$ cat src/rtl/tnn_feature_sequencer.sv
// Serial-to-parallel front end for the combinational TNN classifiers: builds a 7-feature frame,
// holds it on feat_a..feat_g, then samples cls_in. Define TNN_SEQ_STATS_EN for result counters.
module tnn_feature_sequencer #(
  parameter int NUM_FEAT      = 7,
  parameter int FEAT_W        = 2,
  parameter int SETTLE_CYCLES = 1
) (
  input  logic              clk,
  input  logic              rst_n,
  input  logic              s_valid,
  output logic              s_ready,
  input  logic [FEAT_W-1:0] s_data,
  input  logic              s_last,
  output logic [FEAT_W-1:0] feat_a,
  output logic [FEAT_W-1:0] feat_b,
  output logic [FEAT_W-1:0] feat_c,
  output logic [FEAT_W-1:0] feat_d,
  output logic [FEAT_W-1:0] feat_e,
  output logic [FEAT_W-1:0] feat_f,
  output logic [FEAT_W-1:0] feat_g,
  input  logic              cls_in,
  output logic              m_valid,
  input  logic              m_ready,
  output logic              m_class,
  output logic              m_err
`ifdef TNN_SEQ_STATS_EN
  ,
  output logic [15:0]       stat_frames,
  output logic [15:0]       stat_pos,
  output logic [15:0]       stat_err
`endif
);

  localparam int                CNT_W       = $clog2(NUM_FEAT);
  localparam logic [CNT_W-1:0]  LAST_IDX    = CNT_W'(NUM_FEAT - 1);
  localparam logic [3:0]        SETTLE_INIT = 4'(SETTLE_CYCLES - 1);

  typedef enum logic [1:0] {COLLECT, DRAIN, EVAL, HOLD} state_t;

  state_t             state, state_next;
  logic [CNT_W-1:0]   count;
  logic [3:0]         settle_cnt;
  logic               err;
  logic               beat;
  logic               enter_eval;
  logic [FEAT_W-1:0]  feat [NUM_FEAT];

  assign feat_a = feat[0];
  assign feat_b = feat[1];
  assign feat_c = feat[2];
  assign feat_d = feat[3];
  assign feat_e = feat[4];
  assign feat_f = feat[5];
  assign feat_g = feat[6];

  always_comb begin
    beat       = s_valid & s_ready;
    state_next = state;
    case (state)
      COLLECT: begin
        if (beat) begin
          if (count == LAST_IDX && !s_last) state_next = DRAIN;
          else if (s_last || count == LAST_IDX) state_next = EVAL;
        end
      end
      DRAIN:   if (beat && s_last) state_next = EVAL;
      EVAL:    if (settle_cnt == '0) state_next = HOLD;
      HOLD:    if (m_ready) state_next = COLLECT;
      default: state_next = COLLECT;
    endcase
    enter_eval = (state_next == EVAL) && (state != EVAL);
  end

  always_ff @(posedge clk) begin
    if (!rst_n) begin
      state      <= COLLECT;
      count      <= '0;
      settle_cnt <= '0;
      err        <= 1'b0;
      s_ready    <= 1'b1;
      m_valid    <= 1'b0;
      m_class    <= 1'b0;
      m_err      <= 1'b0;
      for (int i = 0; i < NUM_FEAT; i++) feat[i] <= '0;
    end else begin
      state   <= state_next;
      // s_ready follows the next state so it never depends on s_valid combinationally
      s_ready <= (state_next == COLLECT) || (state_next == DRAIN);
      if (enter_eval) settle_cnt <= SETTLE_INIT;
      else if (state == EVAL && settle_cnt != '0) settle_cnt <= settle_cnt - 1'b1;
      case (state)
        COLLECT: begin
          if (beat) begin
            // an early s_last zero-fills the unused upper slots
            for (int i = 0; i < NUM_FEAT; i++)
              if (s_last && i > int'(count)) feat[i] <= '0;
            feat[count] <= s_data;
            count       <= count + 1'b1;
            if (s_last || count == LAST_IDX) err <= ~(s_last & (count == LAST_IDX));
          end
        end
        EVAL: begin
          if (settle_cnt == '0) begin
            m_class <= cls_in;
            m_err   <= err;
            m_valid <= 1'b1;
          end
        end
        HOLD: begin
          if (m_ready) begin
            m_valid <= 1'b0;
            count   <= '0;
          end
        end
        default: ;
      endcase
    end
  end

`ifdef TNN_SEQ_STATS_EN
  function automatic logic [15:0] sat_inc(input logic [15:0] v);
    return (v == 16'hFFFF) ? v : v + 16'd1;
  endfunction

  always_ff @(posedge clk) begin
    if (!rst_n) begin
      stat_frames <= '0;
      stat_pos    <= '0;
      stat_err    <= '0;
    end else if (m_valid && m_ready) begin
      stat_frames <= sat_inc(stat_frames);
      if (m_class) stat_pos <= sat_inc(stat_pos);
      if (m_err)   stat_err <= sat_inc(stat_err);
    end
  end
`endif

endmodule

$ cat config.mk
export PLATFORM = sky130hd
export DESIGN_NAME = tnn_feature_sequencer
export DESIGN_NICKNAME = d
export VERILOG_FILES = /design/src/rtl/tnn_feature_sequencer.sv
export SDC_FILE = /design/constraint.sdc
export NUM_CORES = 1
export LEC_CHECK = 0
export CAP_MARGIN = 40
export CORE_AREA = 2 2 61 57
export CTS_CLUSTER_DIAMETER = 120
export DETAILED_ROUTE_END_ITERATION = 7
export DIE_AREA = 0 0 63 59
export PLACE_DENSITY = 0.69
export SYNTH_ARGS = -nofsm -noshare
export SYNTH_HDL_FRONTEND = slang
export SYNTH_SLANG_ARGS = --single-unit
export TNS_END_PERCENT = 1
$ cat constraint.sdc
create_clock -name clk -period 1.6 [get_ports clk]
set_input_delay 0.24 -clock clk [delete_from_list [all_inputs] [get_ports clk]]
set_output_delay 0.24 -clock clk [all_outputs]
set_load 0.02 [all_outputs]
==> run_results.csv, run 1 <==
group,metric,value,unit
floorplanning,initial_core_util,45.4,%
timing,tightestPinTransition,0.431,ns
power,power_density,894,mW/mm²
final_layout,diodes,0,
placed_design,place_inst,214,
synth,synth-async-reset-ratio,0,%
synth,ys_warn_count,0,
grt,antenna_found_initial,0,
grt,grt_max_degree,17,
synth,yosysMostFrequentCell,"nor2_1",
grt,use_met3,2.66,%
power,power,1.62,mW
clock_network,clk_path_buf_depth,2,
critical_path,cp_slowest_stage_delay,0.61,ns
power,max-vdd-ir-drop,0.439,mV
synth,synthFlopType,"edfxtp_1",
clock_network,cts.sinks,28,
critical_path,path_class,"flip-flop to output pin",
floorplanning,die_x,63,µm
synth,ys_ff_latch,28,
power,leakage,0.708,nW
critical_path,regToRegSetupSlack,0.09,ns
clock_network,worstSkewPairLatency,0.34,ns
drt,first_pass_iters,4,
critical_path,crit_fanout,2,
floorplanning,rows,19,
final_layout,drive_above_1_share,14.8,%
clock_network,clk_pin_slew,0.15,ns
clock_network,tritoncts,"done",
critical_path,cp-start-kind,"flip-flop",
power,p_comb_share,20.2,%
clock_network,htree_levels,1,
placed_design,placement.io_buffers,25,
critical_path,worstPathCellList,"clkdlybuf4s50_1",
final_layout,syn2layout_area_growth,31.8,%
grt,grt_util_all_layers,17.2,%
min_path,hold_end,"m_class",
synth,synth_edf_count,14,
critical_path,crit_buf_inv,1,
drt,antenna_left,0,
timing,slew_viol_final,0,
power,switching_share,25.7,%
drt,initialDrtViolationCount,43,
final_layout,final_util,59.8,%
clock_network,cts-buffers-inserted,3,
placed_design,dp_hpwl,2320,µm
timing,fin_tns_setup,0,ns
drt,num_vias,1142,
critical_path,slowest_stage,"clkdlybuf4s50_1",
grt,gr-total-overflow,0,
critical_path,r2r_cells,3,
critical_path,reg2reg_from,"state[1]",
run_status,status,"finished clean",
power,intPower,1.20,mW
min_path,holdCritStartpoint,"cls_in",
synth,syn_avg_cell_area,9.73,µm²
power,p_sw,416,µW
critical_path,r2r_end,"feat[5][1]",
grt,grt_pass1_vias,1066,
synth,syn-num-nets,153,
timing,finalSetupViolations,0,
synth,yosysUniqueCellTypes,37,
critical_path,end_kind,"output pin",
drt,drt_wl_total,3030,µm
synth,synth_top_area_share,30.7,%
floorplanning,die_h,59,µm
drt,drc_errors,0,
critical_path,cp_top_family,"buffers and inverters",
synth,synth_area_leaders,"edfxtp_1 (31%), dfxtp_1 (20%), nor2_1 (4.9%)",
drt,vias_per_cell,5.24,
timing,final_hold_viol_count,0,
timing,rsz0062_at_grt,"no",
critical_path,cp.required,1.36,ns
synth,syn_area,0.00137,mm²
synth,synth.top_cells.by_count,"nor2_1 (18), dfxtp_1 (14), edfxtp_1 (14)",
final_layout,layout.nets,189,
floorplanning,coreArea,0.00302,mm²
clock_network,clockRootBuffer,"clkbuf_4",
grt,grt_util_met1,23.1,%
synth,synth_top_cell_by_area,"edfxtp_1",
grt,grtUsageMet2,28.4,%
grt,grt_pass1_wl,4960,µm
power,pwr-share-clk,29.5,%
clock_network,hold_buffers,0,
timing,period_needed,1.54,ns
timing,slew_headroom,71.0,%
drt,avgRoutedWirePerCell,13.9,µm
timing,fin_skew,0.00151,ns
placed_design,gp_congestion,0.864,
grt,grt.busiest_layer,"met2",
floorplanning,dieArea,0.00372,mm²
flow_run,cap_violations,0,
timing,period_share,96.4,%
timing,max_freq,0.649,GHz
power,seq_power_share,50.3,%
synth,seq_area_frac_synth,51.1,%
final_layout,finalNonFillerCells,218,
floorplanning,ios,26,
synth,netlist_instances,141,
timing,fin_ws,0.0582,ns
min_path,holdPathStages,3,
min_path,hold_path.class,"input pin to flip-flop",
placed_design,dp_slack,-0.252,ns
critical_path,cp_data_arrival_time,1.30,ns
logic make-up after synthesis:
family,share of synthesized area [%]
AO/OA/AOI/OAI,14.6
adder cells (fa/ha/maj),3.65
AND/OR/NAND/NOR,23.4
buffers and inverters,5.75
flip-flops,51.1
multiplexers,1.46
placed cells by master, fill, tap and decap left out, types with 2 or more instances in the layout:
| master | synthesis | layout |
|---|---|---|
| a21oi_1 | 10 | 10 |
| a31oi_1 | 3 | 3 |
| and4bb_2 | 2 | 2 |
| buf_4 | 1 | 15 |
| clkbuf_4 | 0 | 3 |
| clkdlybuf4s50_1 | 0 | 21 |
| dfxtp_1 | 14 | 13 |
| dlygate4sd2_1 | 0 | 2 |
| dlymetal6s2s_1 | 0 | 2 |
| edfxtp_1 | 14 | 14 |
| ha_1 | 4 | 4 |
| inv_1 | 8 | 8 |
| mux2i_1 | 2 | 2 |
| nand2_1 | 11 | 11 |
| nand3_1 | 7 | 7 |
| nand3b_1 | 2 | 2 |
| nand4_1 | 2 | 2 |
| nand4bb_1 | 2 | 2 |
| nor2_1 | 18 | 18 |
| nor2b_1 | 2 | 2 |
| o21ai_0 | 7 | 7 |
| o31ai_1 | 5 | 4 |
| or3_1 | 4 | 4 |
power by group through the flow:
stage	Combinational [mW]	Sequential (mW)	Clock, mW
3_5_place_dp	0.327	0.830	0
5_1_grt	0.352	0.818	0.505
6_report	0.327	0.813	0.476
2_1_floorplan	0.139	0.872	0
4_1_cts	0.325	0.813	0.488
3_3_place_gp	0.320	0.829	0
state kept, by name, indices dropped and copies added (netlist names):
name        flops
err             1
settle_cnt      4
state           2
count           3
m_err           1
m_valid         1
s_ready         1
m_class         1
feat           14
timing repair:
| item | 4_1_cts | 5_1_grt |
|---|---|---|
| gates cloned | 0 | 0 |
| buffers inserted | 0 | 0 |
| setup endpoints to repair | 2 | 6 |
| gates resized for setup | 2 | 5 |
| pin swaps | 0 | 1 |
worst max path at each step:
stage,start,endpoint,slack [ns],depth (start not counted)
CTS,feat[2][0],feat_c[0],0.03,1
detailed placement,s_valid,feat[2][1],-0.25,4
global route,settle_cnt[0],settle_cnt[3],0.006,5
finish,m_err,m_err,0.06,1
floorplan,s_ready,feat[6][0],0.03,3
global placement,s_valid,feat[4][1],-0.14,4
per-stage QoR:
step,area (µm²),hold slack (ns)
final,1810,0.456
after global routing,1810,0.472
after CTS,1800,0.451
after detailed placement,1750,0.476
after global placement,1750,0.466
after floorplan,1380,0.400
final cells by class:
cell class / instances / area [µm²]
multi-input cells: 96 / 604
clock inverters: 1 / 30.0
fillers: 256 / 1210
repair buffers: 40 / 365
flip-flops and latches: 28 / 702
well taps: 42 / 52.6
inverters: 8 / 30.0
clock buffers: 3 / 22.5
per-layer routing:
metal	routed length (µm)	part of all wire, %
met5	0	0
met4	18	0.59
met3	121	4.0
met2	1440	48
met1	1450	48
Power figures use the tool's default switching activity.
==> run 2: changes to the inputs <==
TNS_END_PERCENT = not set   (was 1)
==> results of run 2 <==
Same layout as run 1: the final DEF is identical, and so are final timing and power.
==> run 3: changes to the inputs <==
CORE_AREA = 2 2 59 55   (was 2 2 61 57)
DIE_AREA = 0 0 61 57   (was 0 0 63 59)
PLACE_DENSITY = 0.71   (was 0.69)
clock period = 1.61 ns   (was 1.6 ns; I/O delays follow)
==> run_results.csv, run 3 (same netlist as run 1, synthesis figures left out) <==
group,metric,value,unit
grt,grt_max_degree,17,
timing,fin_skew,0.00415,ns
final_layout,reg_top3,"feat (14), settle_cnt (4), count (3)",
timing,period_share,96.9,%
critical_path,cp_top_family,"flip-flops",
drt,routed.top_layer,"met4",
final_layout,design_area,0.00178,mm²
run_status,status,"finished clean",
placed_design,dp_hpwl,2280,µm
clock_network,hold_buffers,0,
timing,max_freq,0.641,GHz
clock_network,htree_levels,1,
floorplanning,die_x,61,µm
clock_network,post_cts_buffers,0,
drt,num_vias,1175,
clock_network,cts-buffers-inserted,3,
critical_path,path_class,"flip-flop to flip-flop",
timing,final_hold_viol_count,0,
critical_path,cp.required,1.62,ns
final_layout,diodes,0,
power,power_density,856,mW/mm²
placed_design,gp_congestion,0.808,
critical_path,cp-start-kind,"flip-flop",
floorplanning,rows,19,
grt,grt_util_all_layers,18.5,%
drt,wl_met1,1320,µm
floorplanning,coreArea,0.00292,mm²
power,max-vdd-ir-drop,0.545,mV
clock_network,post_cts_resized,1,
drt,drc_errors,0,
drt,first_pass_iters,4,
final_layout,layout.nets,187,
critical_path,cp_data_arrival_time,1.57,ns
timing,period_needed,1.56,ns
final_layout,regMostFlops,"feat",
final_layout,final_common_cell,"clkdlybuf4s50_1",
clock_network,clockRootBuffer,"clkbuf_4",
final_layout,final_cell_mix,"clkdlybuf4s50_1 (22), nor2_1 (18), edfxtp_1 (14)",
power,leakage,0.692,nW
critical_path,end_kind,"flip-flop",
drt,initialDrtViolationCount,47,
floorplanning,die_h,57,µm
critical_path,cp_slowest_stage_delay,0.43,ns
drt,wl_met2,1450,µm
critical_path,slowest_stage,"dfxtp_1",
timing,fin_tns_setup,0,ns
timing,timing.hold.ws,0.474,ns
grt,antenna_found_initial,0,
drt,antenna_left,0,
grt,grt_pass1_vias,1094,
final_layout,fill_cells,270,
clock_network,clk_path_buf_depth,2,
grt,gr-total-overflow,0,
grt,grt_pass1_wl,4870,µm
critical_path,crit_buf_inv,1,
floorplanning,ios,26,
drt,wl_met3,141,µm
timing,finalSetupViolations,0,
placed_design,place_area,0.00173,mm²
final_layout,drive_above_1_share,13.8,%
placed_design,placement.io_buffers,25,
clock_network,worstSkewPairLatency,0.33,ns
timing,rsz0062_at_grt,"no",
critical_path,crit_fanout,6,
floorplanning,dieArea,0.00348,mm²
final_layout,largest_reg_flops,14,
critical_path,regToRegSetupSlack,0.05,ns
critical_path,worstPathCellList,"nand4bb_1 > buf_4 > o31ai_1",
timing,slew_viol_final,0,
drt,vias_per_cell,5.44,
clock_network,tritoncts,"done",
floorplanning,initial_core_util,46.9,%
flow_run,cap_violations,0,
drt,drt_wl_total,2950,µm
timing,slew_headroom,72.0,%
timing,tightestPinTransition,0.420,ns
final_layout,syn2layout_area_growth,30.1,%
drt,avgRoutedWirePerCell,13.6,µm
min_path,hold_path.class,"input pin to flip-flop",
clock_network,clk_pin_slew,0.15,ns
clock_network,cts.sinks,28,
[run 3: where the power goes]
group	internal, mW	switching [mW]	total [mW]
Combinational	0.145	0.173	0.318
Sequential	0.792	0.0168	0.809
Clock	0.190	0.210	0.400
Total	1.13	0.400	1.53
[run 3: area by class of cell]
cell class / count / area, µm² / share of cell area (%)
sequential: 28 / 703 / 39.4
multi-input combinational: 96 / 599 / 33.6
timing repair buffer: 38 / 352 / 19.7
tap: 42 / 52.6 / 2.95
clock buffer: 4 / 47.5 / 2.66
inverter: 8 / 30.0 / 1.68
[run 3: path summary, 6_finish.rpt]
| path | startpoint | endpoint | cells after the start |
|---|---|---|---|
| worst max-delay path | s_ready | feat[2][1] | 3 |
| worst min-delay path | cls_in | m_class | 3 |
| worst max register to register | s_ready | feat[2][1] | 3 |
| worst min register to register | m_err | m_err | 2 |
[run 3: stage by stage]
step | cells | util [%] | worst slack (ns) | power, mW
6_report | 216 | 61.0 | 0.0502 | 1.53
5_1_grt | 216 | 61.0 | 0.00742 | 1.60
4_1_cts | 216 | 60.8 | 0.0599 | 1.53
3_5_place_dp | 212 | 59.2 | -0.231 | 1.14
3_3_place_gp | 212 | 59.2 | -0.175 | 1.13
2_1_floorplan | 141 | - | 0.0369 | 1.01
[run 3: layer usage]
layer / vias up / GRT usage [%]
met5: - / 0
met4: 0 / 7.45
met3: 4 / 2.95
met2: 43 / 29.3
met1: 546 / 25.2
li1: 582 / -
[run 3: worst reg2reg max path, stage by stage, from the launching register on]
cell and delay [ns]:
dfxtp_1 0.43, nand4bb_1 0.21, buf_4 0.22, o31ai_1 0.39
